[src/rtl/mpi_dma_arbiter_pkg.sv]
// Shared types and defaults for the DMA bus arbiter: FSM encoding, timeout
// defaults and the owner-index width helper.
package mpi_dma_arbiter_pkg;

  typedef enum logic [2:0] {
    ST_IDLE,
    ST_REQ,
    ST_GRANT,
    ST_OWN,
    ST_REL
  } state_t;

  localparam int DEF_GNT_TO = 16;
  localparam int DEF_BUS_TO = 64;

  function automatic int idx_w(input int n);
    return (n > 1) ? $clog2(n) : 1;
  endfunction

endpackage

[src/rtl/rr_pick.sv]
// Combinational round-robin picker: searches from i_last+1 (mod N) upward,
// so the previous winner gets the lowest priority.
module rr_pick #(
  parameter int N = 2,
  parameter int W = 1
) (
  input  logic [N-1:0] i_req,
  input  logic [W-1:0] i_last,
  output logic [W-1:0] o_idx,
  output logic         o_vld
);

  function automatic logic [W-1:0] nth_after(input logic [W-1:0] last, input int k);
    return W'((int'(last) + k) % N);
  endfunction

  // NOTE: every output of a combinational block gets a default before any
  // conditional assignment, otherwise synthesis infers a latch.
  always_comb begin
    o_idx = '0;
    o_vld = 1'b0;
    for (int k = 1; k <= N; k++) begin
      if (!o_vld && i_req[nth_after(i_last, k)]) begin
        o_idx = nth_after(i_last, k);
        o_vld = 1'b1;
      end
    end
  end

endmodule

[src/rtl/mpi_dma_arbiter.sv]
// DMA bus arbiter: forwards one device request at a time to the CPU, hands
// the grant back to the round-robin winner and watches bus strobes for RPLY.
module mpi_dma_arbiter
  import mpi_dma_arbiter_pkg::*;
#(
  parameter  int NREQ   = 2,
  parameter  int GNT_TO = DEF_GNT_TO,
  parameter  int BUS_TO = DEF_BUS_TO,
  localparam int OW     = idx_w(NREQ)
) (
  input  logic            clk,
  input  logic            rst,
  input  logic [NREQ-1:0] dev_dmr,
  input  logic [NREQ-1:0] dev_sack,
  output logic [NREQ-1:0] dev_dmgo,
  output logic            cpu_dmr,
  input  logic            cpu_dmgo,
  output logic            cpu_sack,
  input  logic            sync,
  input  logic            din,
  input  logic            dout,
  input  logic            rply,
  output logic [OW-1:0]   owner,
  output logic            busy,
  output logic            bus_err
);

  localparam int GW = $clog2(GNT_TO + 1);
  localparam int BW = $clog2(BUS_TO + 1);

  state_t          r_state;
  state_t          w_next;
  logic [OW-1:0]   r_win;
  logic [OW-1:0]   r_owner;
  logic [GW-1:0]   r_gnt_cnt;
  logic [BW-1:0]   r_wd_cnt;
  logic [NREQ-1:0] r_dev_dmgo;
  logic            r_cpu_dmr;
  logic            r_cpu_sack;
  logic            r_busy;
  logic            r_bus_err;

  logic [OW-1:0]   w_pick_idx;
  logic            w_pick_vld;
  logic            w_wd_cond;
  logic            w_wd_fire;
  logic            w_gnt_expired;
  logic [NREQ-1:0] w_dev_dmgo;
  logic            w_cpu_dmr;
  logic            w_cpu_sack;

  rr_pick #(
    .N (NREQ),
    .W (OW)
  ) u_rr_pick (
    .i_req  (dev_dmr),
    .i_last (r_owner),
    .o_idx  (w_pick_idx),
    .o_vld  (w_pick_vld)
  );

  // Watchdog covers any master: a strobe left unanswered by RPLY.
  assign w_wd_cond     = sync && (din || dout) && !rply;
  assign w_wd_fire     = w_wd_cond && (r_wd_cnt == BW'(BUS_TO - 1));
  assign w_gnt_expired = (r_gnt_cnt == GW'(GNT_TO - 1));

  always_comb begin
    w_next = r_state;
    unique case (r_state)
      ST_IDLE:  if (w_pick_vld) w_next = ST_REQ;
      ST_REQ: begin
        if (!dev_dmr[r_win])  w_next = ST_IDLE;
        else if (cpu_dmgo)    w_next = ST_GRANT;
      end
      ST_GRANT: begin
        if (dev_sack[r_win])  w_next = ST_OWN;
        else if (w_gnt_expired) w_next = ST_IDLE;
      end
      ST_OWN:   if (w_wd_fire || !dev_sack[r_win]) w_next = ST_REL;
      ST_REL:   w_next = ST_IDLE;
      default:  w_next = ST_IDLE;
    endcase
  end

  // Outputs are decoded from the next state and registered alongside it, so
  // they are glitch-free and line up with the state register.
  always_comb begin
    w_dev_dmgo = '0;
    if (w_next == ST_GRANT) w_dev_dmgo[r_win] = 1'b1;
    w_cpu_dmr  = (w_next == ST_REQ) || (w_next == ST_GRANT);
    w_cpu_sack = (w_next == ST_OWN);
  end

  // NOTE: sequential state uses non-blocking assignments so every register
  // samples pre-edge values regardless of statement order.
  always_ff @(posedge clk) begin
    if (rst) begin
      r_state    <= ST_IDLE;
      r_win      <= '0;
      r_owner    <= OW'(NREQ - 1);
      r_dev_dmgo <= '0;
      r_cpu_dmr  <= 1'b0;
      r_cpu_sack <= 1'b0;
      r_busy     <= 1'b0;
      r_bus_err  <= 1'b0;
    end else begin
      r_state    <= w_next;
      r_dev_dmgo <= w_dev_dmgo;
      r_cpu_dmr  <= w_cpu_dmr;
      r_cpu_sack <= w_cpu_sack;
      r_busy     <= (w_next != ST_IDLE);
      r_bus_err  <= w_wd_fire;
      if (r_state == ST_IDLE && w_pick_vld) r_win <= w_pick_idx;
      if (r_state == ST_REQ && w_next == ST_GRANT) r_owner <= r_win;
    end
  end

  always_ff @(posedge clk) begin
    if (rst) begin
      r_gnt_cnt <= '0;
    end else if (r_state == ST_GRANT && w_next == ST_GRANT) begin
      r_gnt_cnt <= r_gnt_cnt + 1'b1;
    end else begin
      r_gnt_cnt <= '0;
    end
  end

  always_ff @(posedge clk) begin
    if (rst) begin
      r_wd_cnt <= '0;
    end else if (!w_wd_cond || w_wd_fire) begin
      r_wd_cnt <= '0;
    end else if (r_wd_cnt != '1) begin
      r_wd_cnt <= r_wd_cnt + 1'b1;
    end
  end

  assign dev_dmgo = r_dev_dmgo;
  assign cpu_dmr  = r_cpu_dmr;
  assign cpu_sack = r_cpu_sack;
  assign owner    = r_owner;
  assign busy     = r_busy;
  assign bus_err  = r_bus_err;

endmodule

[config.mk]
export PLATFORM = sky130hd
export DESIGN_NAME = mpi_dma_arbiter
export DESIGN_NICKNAME = d
export VERILOG_FILES = /design/src/rtl/mpi_dma_arbiter_pkg.sv /design/src/rtl/rr_pick.sv /design/src/rtl/mpi_dma_arbiter.sv
export SDC_FILE = /design/constraint.sdc
export NUM_CORES = 1
export LEC_CHECK = 0
export ABC_AREA = 1
export BUFFER_PORTS_ARGS = -buffer_cell sky130_fd_sc_hd__buf_2
export CORE_MARGIN = 8
export CORE_UTILIZATION = 35
export DETAILED_ROUTE_END_ITERATION = 8
export HOLD_SLACK_MARGIN = 0.02
export PLACE_DENSITY = 0.63
export SLEW_MARGIN = 5
export SYNTH_ARGS = -nofsm -noshare
export SYNTH_HDL_FRONTEND = slang
export SYNTH_SLANG_ARGS = --single-unit
export TNS_END_PERCENT = 50
[constraint.sdc]
create_clock -name clk -period 3.9 [get_ports clk]
set_clock_uncertainty 0.05 [all_clocks]
set_input_delay 0.195 -clock clk [delete_from_list [all_inputs] [get_ports clk]]
set_output_delay 0.195 -clock clk [all_outputs]
set_load 0.02 [all_outputs]
==> results.yml, run 1 <==
outcome:
  run_status: "finished, final reports clean"
sta:
  relSlewSlack_pct: 82.0
  layout_worst_path_cycle_share_pct: 43.7
  setup_repair_after_global_routing_missed_its_margin: "false"
  tns_ns: 0
  maxClockFrequency_ghz: 0.587
  period_minus_slack_ns: 1.70
  max_slew.worst_pin.slew_ns: 0.269
  setup_viol_count_final: 0
  report.final.slew_viol_count: 0
  fin_worst_hold_slack_ns: 0.0981
  finalHoldViolations: 0
logic_synthesis:
  syn-cell-area_sq_um: 1070
  synth.net_count: 142
  synth.top_cells.by_area: "sky130_fd_sc_hd__dfxtp_1 (43%), sky130_fd_sc_hd__nand2_1 (7.7%), sky130_fd_sc_hd__nor2_1 (5.6%)"
  synth_sequential_area_ratio_pct: 43.2
  share_of_async_settable_or_async_resettable_flops_after_synthesis_pct: 0
  post_synth_edffs: 0
  synth_common_cells: "sky130_fd_sc_hd__dfxtp_1 (23), sky130_fd_sc_hd__nand2_1 (22), sky130_fd_sc_hd__nor2_1 (16)"
  synth.ff_latch_count: 23
  yosys_warns: 0
  yosysTopAreaCell: "sky130_fd_sc_hd__dfxtp_1"
  synthMostInstantiatedCell: "sky130_fd_sc_hd__dfxtp_1"
  post_synthesis_cells: 128
  netlist.area_leader.share_pct: 43.2
  top_reg_cell_synth: "sky130_fd_sc_hd__dfxtp_1"
  synth.avg_cell_area_sq_um: 8.33
  synth_unique_cells: 27
critical_path:
  timing.critical_path.required_ns: 4.09
  timing.critical_path.slowest_stage_cell: "sky130_fd_sc_hd__dfxtp_1"
  cp-start-kind: "register"
  path_cells: "ha_1 -> and3_1 -> ha_1 -> inv_1 -> nand2_1 -> nand3_1 -> nand2_1 -> nand2_2 -> inv_2 -> nand2_2 -> nand4_4 -> nor2_1"
  cp_data_arrival_time_ns: 1.89
  setup.worst_path.class: "register to register"
  slowest_delay_ns: 0.34
  worstPathMaxFanout: 5
  worstSetupEndpointType: "register"
grt:
  grt_util_all_layers_pct: 8.75
  wire_length_of_the_first_global_routing_pass_mm: 3.63
  first_global_vias: 841
  antenna_found_initial: 0
  pin_count_of_the_biggest_net_entering_global_routing: 13
  grt-ovfl-total: 0
power:
  intPower_w: 0.000300
  power.switching_w: 0.000102
  p_per_area_nw_per_um2: 333
  static-leakage-power_nw: 0.540
  proportion_of_power_drawn_by_the_clock_network_pct: 25.9
  power.ir.vdd_worst_mv: 0.148
  power_frac_seq_pct: 61.4
  switching_share_pct: 25.3
  comb_power_share_pct: 12.8
layout:
  insertedDiodeCount: 0
  regArea_sq_um: 460
  design.final.nets: 163
  drive_above_1_share_pct: 25.7
  final_core_util_pct: 40.5
  num-fill-cells: 310
  multiInputGateArea_sq_um: 532
  syn2layout_area_growth_pct: 13.0
floorplan:
  design.core.area_sq_um: 2980
  std_cell_rows: 20
  area_enclosed_by_the_die_boundary_sq_um: 5070
  ioPinCount: 18
  chipHeight_microns: 71.2
  floorplan.initialDensity_pct: 35.8
  dieWidth_microns: 71.2
clock_tree:
  number_of_cells_upsized_or_downsized_after_cts: 0
  clock_pin_transition_on_the_worst_setup_and_hold_timing_paths_ns: 0.11
  cts.repair_timing.setup_buffer_count: 0
  max-clock-path-buffers: 2
  cts_tree: "done"
  cts_num_sinks: 23
  clock_buffers_created_by_tritoncts: 3
  cts_hold_repair.buffers: 0
  clk-insertion-delay-late_ns: 0.30
  clock_tree.htree_level_count: 1
  cts_root_buffer: "sky130_fd_sc_hd__clkbuf_4"
min_path:
  holdCritPathClass: "input pin to register"
job:
  max_cap_violations: 0
route:
  num_vias: 838
  avgViaCountPerCell: 4.63
  post-route-drc-count: 0
  routed_wire_length_per_instance_microns: 10.9
  ant_nets_after_route: 0
  firstDrtPassIters: 4
  iteration_0_drc_markers: 18
  drt-total-wl_mm: 1.97
placed_design:
  gp_congestion: 0.733
  hpwl_after_dpl_mm: 1.64
  place.port_buffers: 17
## kinds of logic (layout without fill, tap and decap cells)
kind of cell,count (synthesis),in the layout,synth area share [%]
and+or+nand+nor,67,67,35.0
DFF,23,23,43.2
buffers and inverters,17,37,6.92
AOI/OAI and AO/OA,13,13,7.28
xor gates and xnor gates,5,5,4.11
adders and majority gates,3,3,3.52
## power by group through the flow
stage / logic, W / registers (W) / clock network, W
final: 0.0000513 / 0.000246 / 0.000104
after global routing: 0.0000588 / 0.000247 / 0.000119
after CTS: 0.0000522 / 0.000246 / 0.000109
after detailed placement: 0.0000519 / 0.000252 / 0
after global placement: 0.0000510 / 0.000251 / 0
after floorplan: 0.0000337 / 0.000255 / 0
## worst paths after layout
check | depth (start not counted) | start | slack (ns) | endpoint
max | 12 | r_gnt_cnt[0]$_SDFF_PP0_ | 2.20 | r_gnt_cnt[3]$_SDFF_PP0_
min | 3 | sync | 0.1 | bus_err$_SDFF_PP0_
max reg2reg | 12 | r_gnt_cnt[0]$_SDFF_PP0_ | 2.20 | r_gnt_cnt[3]$_SDFF_PP0_
min reg2reg | 1 | r_gnt_cnt[0]$_SDFF_PP0_ | 0.41 | r_gnt_cnt[0]$_SDFF_PP0_
## placed cells by master, fill, tap and decap left out, drive strengths merged, types with 3 or more instances in the layout
cell type,instances
clkbuf,4
nand3,11
o21ai,4
inv,16
nor2,18
ha,3
buf,17
xnor2,3
dfxtp,23
nand2,28
a21oi,8
## per-layer routing
metal / GRT usage, % / vias up / wire [microns]
li1: - / 452 / -
met1: 8.96 / 371 / 816
met2: 15.6 / 13 / 1020
met3: 4.10 / 2 / 108
met4: 2.08 / 0 / 16
met5: 0 / - / 0
## worst max-delay path: cells and delay by family (launching register included)
| kind | cells | cell delay [ns] |
|---|---|---|
| adder cells (fa/ha/maj) | 2 | 0.39 |
| AND/OR/NAND/NOR | 8 | 0.77 |
| flip-flops | 1 | 0.34 |
| buffers and inverters | 2 | 0.10 |
## cell type report
| type | count | share of cell area [%] |
|---|---|---|
| Clock buffer | 4 | 2.18 |
| Sequential cell | 23 | 38.2 |
| Timing Repair Buffer | 17 | 7.06 |
| Inverter | 16 | 4.98 |
| Tap cell | 33 | 3.43 |
| Multi-Input combinational cell | 88 | 44.1 |
## registers in the layout, summed over array words and instances, names as in the netlist
signal	cells
busy	1
cpu_sack	1
r_state	3
bus_err	1
r_win	1
cpu_dmr	1
owner	1
r_wd_cnt	7
r_gnt_cnt	5
dev_dmgo	2
## metrics by stage
stage               total power [W]  cells  worst slack, ns  instance area, sq um
finish                     0.000401    181             2.20                  1200
CTS                        0.000408    181             2.19                  1200
global route               0.000425    181             2.04                  1200
global placement           0.000302    177             2.28                  1180
floorplan                  0.000289    128             2.36                  1070
detailed placement         0.000304    177             2.23                  1180
Note: power is estimated with default switching activity, not from simulation.
==> run 2: changes to the inputs <==
- clock period: 3.9 -> 1.6 ns (I/O delays scaled with it)
==> results.yml, run 2 (synthesis gave the netlist of run 1 again) <==
clock_tree:
  clock_pin_transition_on_the_worst_setup_and_hold_timing_paths_ns: 0.12
  clock_buffers_created_by_tritoncts: 3
  clk-insertion-delay-late_ns: 0.31
  cts_num_sinks: 23
  cts_tree: "done"
  max-clock-path-buffers: 2
  clock_tree.htree_level_count: 1
  cts_root_buffer: "sky130_fd_sc_hd__clkbuf_4"
grt:
  grt_util_all_layers_pct: 8.58
  first_global_vias: 826
  pin_count_of_the_biggest_net_entering_global_routing: 13
  grt-ovfl-total: 0
  wire_length_of_the_first_global_routing_pass_mm: 3.51
  antenna_found_initial: 0
layout:
  register_ranked_first_by_flip_flop_count: "r_wd_cnt"
  final_core_util_pct: 44.8
  drive_above_1_share_pct: 34.4
  instances_no_fill: 190
  largest_register_ff_count: 7
  num-fill-cells: 314
  syn2layout_area_growth_pct: 25.1
  insertedDiodeCount: 0
  layout.cells.most_common_list: "sky130_fd_sc_hd__nand2_1 (22), sky130_fd_sc_hd__dfxtp_1 (20), sky130_fd_sc_hd__buf_2 (17), sky130_fd_sc_hd__inv_1 (13), sky130_fd_sc_hd__nor2_1 (12)"
  reg.largest.list: "r_wd_cnt x7, r_gnt_cnt x5, r_state x3"
  mostFrequentLayoutCell: "sky130_fd_sc_hd__nand2_1"
  final_non_filler_cell_area_sq_um: 1330
  design.final.nets: 172
sta:
  layout_worst_path_cycle_share_pct: 98.0
  relSlewSlack_pct: 81.7
  tns_ns: 0
  setup_repair_after_global_routing_missed_its_margin: "true"
  max_slew.worst_pin.slew_ns: 0.274
  maxClockFrequency_ghz: 0.638
  finalHoldViolations: 0
  period_minus_slack_ns: 1.57
  setup_viol_count_final: 0
  report.final.slew_viol_count: 0
placed_design:
  dpl-instance-area_sq_um: 1190
  place.detailed.instances: 179
  gp_congestion: 0.736
  place.port_buffers: 17
  hpwl_after_dpl_mm: 1.67
route:
  post-route-drc-count: 0
  routed_wire_length_per_instance_microns: 11.5
  avgViaCountPerCell: 4.73
  firstDrtPassIters: 4
  drt-total-wl_mm: 2.19
  iteration_0_drc_markers: 36
  ant_nets_after_route: 0
  num_vias: 899
floorplan:
  dieWidth_microns: 71.2
  area_enclosed_by_the_die_boundary_sq_um: 5070
  design.core.area_sq_um: 2980
  chipHeight_microns: 71.2
  floorplan.initialDensity_pct: 35.8
  ioPinCount: 18
  std_cell_rows: 20
critical_path:
  worstSetupEndpointType: "register"
  timing.critical_path.required_ns: 1.80
  reg2reg_setup_slack_ns: 0.03
  cp_data_arrival_time_ns: 1.77
  worst_r2r_startpoint: "r_gnt_cnt[1]$_SDFF_PP0_"
  worstPathMaxFanout: 5
  worst_r2r_path_cells: 12
  reg2reg_to: "r_gnt_cnt[4]$_SDFF_PP0_"
  setup.worst_path.class: "register to register"
  cp-start-kind: "register"
min_path:
  hold_depth: 3
  hold_path_end: "bus_err$_SDFF_PP0_"
  holdCritPathClass: "input pin to register"
  critical_hold_path_startpoint: "din"
job:
  max_cap_violations: 0
power:
  totalPowerFinal_w: 0.000996
  static-leakage-power_nw: 0.578
  power.ir.vdd_worst_mv: 0.387
  p_per_area_nw_per_um2: 747
outcome:
  run_status: "finished, final reports clean"
## run 2: cell types whose count changed in the layout (fill, tap and decap cells not counted), moves of 3 or more
cell	delta
sky130_fd_sc_hd__dlygate4sd3_1	+5
sky130_fd_sc_hd__buf_4	+4
sky130_fd_sc_hd__nor2_1	-4
sky130_fd_sc_hd__nor2_2	+4
sky130_fd_sc_hd__dfxtp_1	-3
sky130_fd_sc_hd__dfxtp_2	+3
## run 2: per-layer routing
| metal | share of wire [%] | routed length (microns) | vias to the layer above | GRT usage [%] |
|---|---|---|---|---|
| li1 | - | - | 469 | - |
| met2 | 54 | 1180 | 15 | 15.8 |
| met1 | 40 | 868 | 411 | 8.32 |
| met3 | 5.2 | 113 | 4 | 3.67 |
| met5 | 0 | 0 | - | 0 |
| met4 | 1.3 | 29 | 0 | 2.77 |
## run 2: layout make-up
type	count	area (sq um)	area share, %
flip-flops and latches	23	464	34.8
inverters	16	60.1	4.50
clock buffers	4	26.3	1.97
well taps	33	41.3	3.10
multi-input cells	88	577	43.2
repair buffers	26	165	12.4
## run 2: critical path: stages (launching register included)
cell and delay, ns:
sky130_fd_sc_hd__dfxtp_2 0.36, sky130_fd_sc_hd__ha_4 0.16, sky130_fd_sc_hd__and3_4 0.18, sky130_fd_sc_hd__ha_4 0.15, sky130_fd_sc_hd__inv_2 0.03, sky130_fd_sc_hd__nand2_1 0.04
sky130_fd_sc_hd__nand3_1 0.06, sky130_fd_sc_hd__nand2_1 0.06, sky130_fd_sc_hd__nand2_2 0.08, sky130_fd_sc_hd__inv_2 0.05, sky130_fd_sc_hd__nand2_2 0.07, sky130_fd_sc_hd__nand4_4 0.11
sky130_fd_sc_hd__nor2_1 0.13
## run 2: stage by stage
step	setup WS [ns]	hold slack (ns)
5_1_grt	-0.0764	0.0642
6_report	0.0325	0.0321
3_5_place_dp	-0.0242	0.309
2_1_floorplan	0.0584	0.185
3_3_place_gp	0.00592	0.291
4_1_cts	0.00576	0.0229
## run 2: worst max path at each step
stage	start	endpoint	slack, ns	depth (start not counted)
after CTS	r_gnt_cnt[0]$_SDFF_PP0_	r_gnt_cnt[0]$_SDFF_PP0_	0.006	12
after detailed placement	r_gnt_cnt[0]$_SDFF_PP0_	r_gnt_cnt[0]$_SDFF_PP0_	-0.02	12
after floorplan	r_gnt_cnt[0]$_SDFF_PP0_	r_gnt_cnt[0]$_SDFF_PP0_	0.06	12
after global placement	r_gnt_cnt[0]$_SDFF_PP0_	r_gnt_cnt[2]$_SDFF_PP0_	0.006	12
final	r_gnt_cnt[1]$_SDFF_PP0_	r_gnt_cnt[4]$_SDFF_PP0_	0.03	12
after global routing	r_gnt_cnt[1]$_SDFF_PP0_	r_gnt_cnt[4]$_SDFF_PP0_	-0.08	12
## run 2: report_power, final
part | total (W) | switching (W) | leakage, nW | internal [W]
Combinational | 0.000136 | 0.0000825 | 0.375 | 0.0000534
Sequential | 0.000600 | 0.0000117 | 0.188 | 0.000588
Clock | 0.000260 | 0.000163 | 0.0150 | 0.0000974
## run 2: repair_timing
item                                    in CTS  in global routing
gates resized for setup                      3                 12
pin swaps                                    4                  4
hold endpoints to repair                     5                  0
endpoints found under the setup margin       7                 13
hold buffers                                 5                  0
setup buffers                                1                  1
